[src/rtl/matrix_mult_seq.sv]
// Sequencer for a 5x5 signed matrix product C = A x B. Latches A and B on start, presents one
// (row of A, column of B) pair per cycle to an external inner-product stage with a 1-cycle
// registered latency, and stores each returned element and overflow flag into C.
module matrix_mult_seq #(
  parameter int N = 5,
  parameter int W = 8
) (
  input  logic               i_clk,
  input  logic               i_rst,
  input  logic               i_start,
  input  logic [N*N*W-1:0]   i_mat_a,
  input  logic [N*N*W-1:0]   i_mat_b,
  output logic [N*W-1:0]     o_lin,
  output logic [N*W-1:0]     o_col,
  input  logic [W-1:0]       i_n_out,
  input  logic               i_ovf,
  output logic [N*N*W-1:0]   o_mat_c,
  output logic [N*N-1:0]     o_ovf_map,
  output logic               o_ovf_any,
  output logic               o_busy,
  output logic               o_done
);

  localparam int IW = $clog2(N * N);
  localparam int RW = $clog2(N);
  localparam logic [IW-1:0] LastIdx = IW'(N * N - 1);
  localparam logic [RW-1:0] LastCol = RW'(N - 1);

  typedef enum logic [1:0] {StIdle, StRun, StDrain} state_e;

  state_e         r_state;
  logic [W-1:0]   r_a [N][N];
  logic [W-1:0]   r_b [N][N];
  logic [W-1:0]   r_c [N*N];
  logic [N*N-1:0] r_ovf_map;
  logic           r_ovf_any;
  logic           r_busy;
  logic           r_done;
  logic [IW-1:0]  r_idx;
  logic [RW-1:0]  r_i;
  logic [RW-1:0]  r_j;
  logic           r_cap_vld;
  logic [IW-1:0]  r_cap_idx;

  // Row/column presented to the inner-product stage come straight from the latched copies, so
  // they hold their last value through DRAIN and after completion.
  for (genvar gk = 0; gk < N; gk++) begin : g_vec
    assign o_lin[gk*W +: W] = r_a[r_i][gk];
    assign o_col[gk*W +: W] = r_b[gk][r_j];
  end

  for (genvar gm = 0; gm < N * N; gm++) begin : g_c
    assign o_mat_c[gm*W +: W] = r_c[gm];
  end

  assign o_ovf_map = r_ovf_map;
  assign o_ovf_any = r_ovf_any;
  assign o_busy    = r_busy;
  assign o_done    = r_done;

  // Control FSM, issue counters, operand latches and result capture.
  always_ff @(posedge i_clk) begin
    if (i_rst) begin
      r_state   <= StIdle;
      r_ovf_map <= '0;
      r_ovf_any <= 1'b0;
      r_busy    <= 1'b0;
      r_done    <= 1'b0;
      r_idx     <= '0;
      r_i       <= '0;
      r_j       <= '0;
      r_cap_vld <= 1'b0;
      r_cap_idx <= '0;
      for (int ii = 0; ii < N; ii++) begin
        for (int jj = 0; jj < N; jj++) begin
          r_a[ii][jj] <= '0;
          r_b[ii][jj] <= '0;
        end
      end
      for (int mm = 0; mm < N * N; mm++) r_c[mm] <= '0;
    end else begin
      r_done    <= 1'b0;
      r_cap_vld <= 1'b0;

      // Result for the element issued last cycle is on n_out/ovf now.
      if (r_cap_vld) begin
        r_c[r_cap_idx]       <= i_n_out;
        r_ovf_map[r_cap_idx] <= i_ovf;
        r_ovf_any            <= r_ovf_any | i_ovf;
      end

      case (r_state)
        StIdle: begin
          r_busy <= 1'b0;
          // The done cycle blocks a held-high start from retriggering on the very next edge.
          if (i_start && !r_done) begin
            for (int ii = 0; ii < N; ii++) begin
              for (int jj = 0; jj < N; jj++) begin
                r_a[ii][jj] <= i_mat_a[(ii*N+jj)*W +: W];
                r_b[ii][jj] <= i_mat_b[(ii*N+jj)*W +: W];
              end
            end
            for (int mm = 0; mm < N * N; mm++) r_c[mm] <= '0;
            r_ovf_map <= '0;
            r_ovf_any <= 1'b0;
            r_idx     <= '0;
            r_i       <= '0;
            r_j       <= '0;
            r_state   <= StRun;
          end
        end
        StRun: begin
          r_busy    <= 1'b1;
          r_cap_vld <= 1'b1;
          r_cap_idx <= r_idx;
          if (r_idx == LastIdx) begin
            r_state <= StDrain;
          end else begin
            r_idx <= r_idx + IW'(1);
            if (r_j == LastCol) begin
              r_j <= '0;
              r_i <= r_i + RW'(1);
            end else begin
              r_j <= r_j + RW'(1);
            end
          end
        end
        StDrain: begin
          r_busy  <= 1'b0;
          r_done  <= 1'b1;
          r_state <= StIdle;
        end
        default: r_state <= StIdle;
      endcase
    end
  end

endmodule
[config.mk]
export PLATFORM = sky130hd
export DESIGN_NAME = matrix_mult_seq
export DESIGN_NICKNAME = d
export VERILOG_FILES = /design/src/rtl/matrix_mult_seq.sv
export SDC_FILE = /design/constraint.sdc
export NUM_CORES = 1
export LEC_CHECK = 0
export BUFFER_PORTS_ARGS = -buffer_cell sky130_fd_sc_hd__buf_4
export CORE_AREA = 2 2 280 282
export CTS_BUF_LIST = sky130_fd_sc_hd__clkbuf_4
export DETAILED_ROUTE_END_ITERATION = 16
export DIE_AREA = 0 0 282 284
export HOLD_SLACK_MARGIN = 0.1
export PLACE_DENSITY = 0.57
export RECOVER_POWER = 100
export SETUP_SLACK_MARGIN = 0.02
export SYNTH_ARGS = -nofsm -noshare
export SYNTH_HDL_FRONTEND = slang
export SYNTH_SLANG_ARGS = --single-unit
export TNS_END_PERCENT = 20
[constraint.sdc]
create_clock -name i_clk -period 4.8 [get_ports i_clk]
set_input_delay 0.24 -clock i_clk [delete_from_list [all_inputs] [get_ports i_clk]]
set_output_delay 0.24 -clock i_clk [all_outputs]
set_load 0.1 [all_outputs]
==> results.txt, run 1 <==
- At the end of routability-driven placement, the weighted congestion stood at roughly 0.84.
- Average cell area after synthesis: 14.5 um^2
- Area of placed instances: about 0.034 mm^2
* Sequential cell area fraction in the yosys report: 0.683
* Number of synthesized register bits: 650
- Yosys printed 0 warnings.
- Initial cell density of the core: 0.362
- The run stopped with a tool error.
- During I/O placement, the number of pins put on the boundary was 720.
- Number of hold-repair buffers added at the cts stage: between 700 and 800
* Most frequent cells after synthesis: sky130_fd_sc_hd__edfxtp_1 (600), sky130_fd_sc_hd__and3_1 (419), sky130_fd_sc_hd__and2_1 (163)
* Library cell used as clock root buffer: sky130_fd_sc_hd__clkbuf_4
- Yosys mapped the design onto 56 distinct sky130hd cell types.
* Number of enable flip-flop cells after synthesis: 600
- Total number of clock tree sinks: between 600 and 700
- Biggest area consumer among synthesized cells: sky130_fd_sc_hd__edfxtp_1
- In this run, post-CTS repair resized a total of 0 instances.
* Synth Net Count: about 2,300
* Number of placement rows: ~100
* Count of input and output buffers: ~720
- Clock buffer depth: 3
* Share of Yosys cell area claimed by the top area cell type: 0.647
- Mapped Cells: between 1,500 and 2,000
* Most used standard cell by instance count after synthesis: sky130_fd_sc_hd__edfxtp_1
- The mapped netlist covers roughly 0.028 mm^2.
- Counting flops with an async set or reset pin after synthesis yields a share of 0.
- The tool reported: "[ERROR RSZ-0060] Max buffer count reached".
- Yosys attributes the largest share of cell area to sky130_fd_sc_hd__edfxtp_1 (65%), sky130_fd_sc_hd__and3_1 (9.4%), sky130_fd_sc_hd__mux4_2 (6.5%).
* Maximum level of the CTS H-tree: 4
* Num CTS Buffers: ~170
- Primary FF master, synth: sky130_fd_sc_hd__edfxtp_1
- After clock tree synthesis, the setup repair step added 0 buffers.
* Horiz. Die Dim: ~280 um
- It got as far as clock tree synthesis (4_1_cts) and failed there.
- The wire-length estimate of the detail-placed layout is between 60 and 70 mm.
- The die is 284 um tall.
[per-stage QoR]
step	cells	util	hold WS [ns]	worst slack [ns]
3_5_place_dp	3535	0.443	0.450	1.80
3_3_place_gp	3535	0.443	0.448	1.93
2_1_floorplan	1916	-	0.438	0.109
[cell families after synthesis]
kind of cell / after synthesis / synth area share
adders and majority gates: 5 / 0.00225
AOI/OAI and AO/OA: 101 / 0.0207
DFF: 650 / 0.683
and+or+nand+nor: 818 / 0.178
buffers and inverters: 210 / 0.0306
muxes: 131 / 0.0850
xor gates and xnor gates: 1 / 0.000315
==> run 2: changes to the inputs <==
Settings changed: CORE_AREA 2 2 280 282 to 2 2 283 285, CTS_BUF_LIST sky130_fd_sc_hd__clkbuf_4 to default, DIE_AREA 0 0 282 284 to 0 0 285 287, HOLD_SLACK_MARGIN 0.1 to default, PLACE_DENSITY 0.57 to default, PLACE_DENSITY_LB_ADDON from default to 0.15, SETUP_SLACK_MARGIN 0.02 to default.
==> results.txt, run 2 <==
- The flow ran to the end, but the final reports show violations.
* Failing checks: max-capacitance violations, max-slew violations
- Of the total power, combinational logic draws 0.172.
- Worst Hold Path Cells: 2
- Average cell area after synthesis: 14.5 um^2 (unchanged)
- Portion of total power attributed to sequential cells: 0.455
- The startpoint identified for the worst hold timing path is i_n_out[7].
- Detail-routed net length per standard cell: between 20 and 25 um
- Slowest cell on the critical path: sky130_fd_sc_hd__clkbuf_1
- The share of the synthesized area in compound gates (AO/OA/AOI/OAI) came to 0.0207 (unchanged).
* Post-layout min period: 3.87 ns
- The number of slew-limit violations in the final report is between 300 and 400.
* Relative slew slack: -0.641
- Number of global-route vias before repair: roughly 21,000
- The xor-xnor portion of the synthesized cell area was 0.000315 (unchanged).
* Number of enable flip-flop cells after synthesis: 600 (unchanged)
- IR Drop Worst-Case VDD: between 200 and 250 uV
- From synthesis to final layout, the design area changed by 41.4%.
* Wire length of the first global-routing pass: about 130 mm
- Number of antenna violations at the first check in global routing: 7
- RePlAce Congestion: 0.844 (+0.74%)
* Mapped Cells: 1,916 (unchanged)
- Crit path buffers/inverters: 3
- For this run, the top clock speed supported by timing is around 260 MHz.
- The share of flip-flops with an asynchronous set or reset after synthesis was 0 (unchanged).
- The worst setup path is captured at a primary output.
- Clock network fraction of design power: 0.373
* Count of different cell masters after synthesis: 56 (unchanged)
- LEAKAGE: 0.0165 uW
- Dividing the detail-routed via count by the number of cells gives 4.86.
- Die Y-Extent: 287 um (+1.1%)
- In the final design database the tool counted 3,388 nets.
- Primary FF master, synth: sky130_fd_sc_hd__edfxtp_1
* Count of final hold-check violations: 0
- Arrival time of the worst setup path: roughly 3.6 ns
- The detailed router placed 19,800 vias in this run.
- Fraction of power spent switching nets: 0.287
* Type of the worst setup path: flip-flop to primary output
- Unrepaired setup endpoints after global routing: no
- Remaining number of nets flagged by the antenna check after routing: 0
- Clock latency on the worst-skew pair, taken at its later pin, is 0.60 ns.
- The number of nets produced by synthesis is 2,333 (unchanged).
- The number of synthesized register bits came to 650 (unchanged).
- CTS tree: built
- Overall fraction of global-route tracks in use: 0.205
* Worst R2R Path Depth: 3
- Hold Slack: 0.186 ns
- Setup TNS: 0 ns
- Reg2Reg Launch Point: r_state[1]$_SDFFE_PP0P_
- For this design the total switching power over the nets is 4240 uW.
* Worst Hold Class: input port to flip-flop
- Count of final setup violators: 0
* Clk pin slew, worst setup/hold paths: 0.06 ns
- The sequential-to-total area share from yosys stat came to 0.683 (unchanged).
* Most frequent cells in the layout: sky130_fd_sc_hd__edfxtp_1 (600), sky130_fd_sc_hd__buf_4 (473), sky130_fd_sc_hd__and3_1 (419), sky130_fd_sc_hd__dlygate4sd3_1 (402), sky130_fd_sc_hd__clkbuf_1 (269)
- Clock buffer depth: 3 (unchanged)
- The number of rows in the core area came to 103 (+0.98%).
- Post-CTS Resized: 0 (unchanged)
* Num CTS Buffers: 73 (-58%)
- Cell Chain, Critical Path: inv_1 > and3_1 > clkbuf_2 > nand2_1 > o21ai_0 > clkbuf_1
* Horiz. Die Dim: 285 um (+1.1%)
- For the pin with the worst max-slew slack, the measured transition is 2.46 ns.
- The TritonCTS sink count is 650 (unchanged).
- For this run, the detailed router's first-pass iteration total came to 4.
* Largest cells by area after synthesis: sky130_fd_sc_hd__edfxtp_1 (65%), sky130_fd_sc_hd__and3_1 (9.4%), sky130_fd_sc_hd__mux4_2 (6.5%)
- Leaving out fill and tap cells, the most frequent cell in the layout is sky130_fd_sc_hd__edfxtp_1.
- The first routing iteration left roughly 1,400 violations.
- The quantity of I/O buffers inserted on ports is 719 (unchanged).
* Library cell used as clock root buffer: sky130_fd_sc_hd__clkbuf_16
- Total overflow reported by the global router: 0
- Share of Yosys cell area claimed by the top area cell type: 0.647 (unchanged)
- The simple logic cell fraction of the synthesized area was 0.178 (unchanged).
- Endpoint of the worst register-to-register path: r_a[2][37]$_SDFFCE_PN0P_
* Fraction of synthesized area in multiplexers: 0.0850 (unchanged)
- The clock arrives with ~0.017 ns of skew.
* Power Internal: 10,500 uW
* Area enclosed by the die boundary: ~0.082 mm^2
* Main combinational cell family by area after synthesis: simple AND/OR/NAND/NOR gates
- The arithmetic-cell share of the synthesized area counting full adders, half adders and majority gates came to 0.00225 (unchanged).
- Most used standard cell by instance count after synthesis: sky130_fd_sc_hd__edfxtp_1
* Endpoint with the worst hold slack: r_c[4][7]$_SDFFCE_PN0P_
- DRC violations left: 0
- Count of yosys warnings during synthesis: 0 (unchanged)
- Reg2Reg Setup Slack: 1.09 ns
- The area of the mapped netlist came to 0.0278 mm^2 (unchanged).
- Category of cells accounting for the largest share of critical-path delay: buffers and inverters
- Hpwl dp: 58.7 mm (-2.7%)
- Max-capacitance violation count: 2
* Largest net degree at the start of global routing: about 270
- Maximum level of the CTS H-tree: 3 (-1)
- In this design, the stage delay of the slowest critical-path cell is around 0.95 ns.
* Ratio of total power to cell area: around 370 mW/mm^2
- Share of cells above drive strength 1: 0.241
- Final worst-path cycle share: 0.807
- Endpoint required time on the critical path: roughly 4.6 ns
- Largest registers: r_a (200), r_b (200), r_c (200)
- Biggest area consumer among synthesized cells: sky130_fd_sc_hd__edfxtp_1
- The region available for standard cell placement spans a little under 0.08 mm^2.
- After detailed routing, the total wire length is between 80 and 90 mm.
* Type of origin of the critical path: flip-flop
- The initial standard-cell utilization of the core was 0.354 (-0.00762).
- After synthesis, the most frequently instantiated cells are sky130_fd_sc_hd__edfxtp_1 (600), sky130_fd_sc_hd__and3_1 (419), sky130_fd_sc_hd__and2_1 (163).
- Number of placed I/O pins: 720 (unchanged)
- Of all nets on the critical path, the largest fanout is 40.
==> run 2: metrics by stage <==
stage,worst slack (ns),total power [uW],std cells,util,cell area [um^2]
4_1_cts,1.59,15000,4077,0.515,40500
3_5_place_dp,1.92,9190,3544,0.434,34100
6_report,0.928,14700,4081,0.501,39400
2_1_floorplan,0.109,8440,1916,-,27800
3_3_place_gp,2.00,9170,3544,0.434,34100
5_1_grt,0.766,15200,4081,0.501,39400
==> run 2: area by class of cell <==
type | instances | area [um^2]
fillers | 6984 | 39300
flip-flops and latches | 650 | 19000
repair buffers | 1142 | 8650
multi-input cells | 1056 | 7810
clock buffers | 88 | 1960
well taps | 1050 | 1310
clock inverters | 43 | 400
inverters | 48 | 188
diodes | 4 | 10.0
==> run 2: worst max-delay path by stage <==
stage	end	cells after the start	start	slack [ns]
final	o_col[20]	6	r_j[1]$_SDFFE_PP0P_	0.93
after detailed placement	r_b[0][75]$_SDFFCE_PN0P_	5	r_state[1]$_SDFFE_PP0P_	1.92
after global routing	o_col[13]	6	r_j[0]$_SDFFE_PP0P_	0.77
after global placement	r_b[0][0]$_SDFFCE_PN0P_	5	r_state[1]$_SDFFE_PP0P_	2.00
after CTS	o_lin[26]	4	flip-flop	1.59
after floorplan	r_a[0][0]$_SDFFCE_PN0P_	5	o_done$_SDFF_PP0_	0.11
==> run 2: layer usage <==
metal | part of all wire | vias up | track usage | wire length (um)
met3 | 0.052 | 148 | 0.0410 | 4550
met1 | 0.40 | 9777 | 0.240 | 34500
met4 | 0.028 | 6 | 0.0670 | 2420
met2 | 0.52 | 643 | 0.375 | 45400
li1 | - | 9260 | - | -
met5 | 0.00041 | - | 0 | 36
==> run 2: logic make-up (layout without fill, tap and decap cells) <==
kind of cell | Yosys count | after routing
XOR/XNOR | 1 | 1
other | 0 | 4
multiplexers | 131 | 131
flip-flops | 650 | 650
AND/OR/NAND/NOR | 818 | 818
AO/OA/AOI/OAI | 101 | 101
buffers and inverters | 210 | 1321
adder cells (fa/ha/maj) | 5 | 5
==> run 2: repair_timing <==
item / in CTS / in global routing
setup buffers: 0 / 0
hold endpoints to repair: 412 / 0
hold buffers: 402 / 0
==> run 2: power groups by stage <==
stage,combinational (uW),clock [uW],sequential [uW]
3_3_place_gp,2360,0,6810
2_1_floorplan,996,0,7450
6_report,2530,5500,6700
5_1_grt,2640,5850,6740
4_1_cts,2660,5630,6710
3_5_place_dp,2370,0,6820
Power figures use the tool's default switching activity.
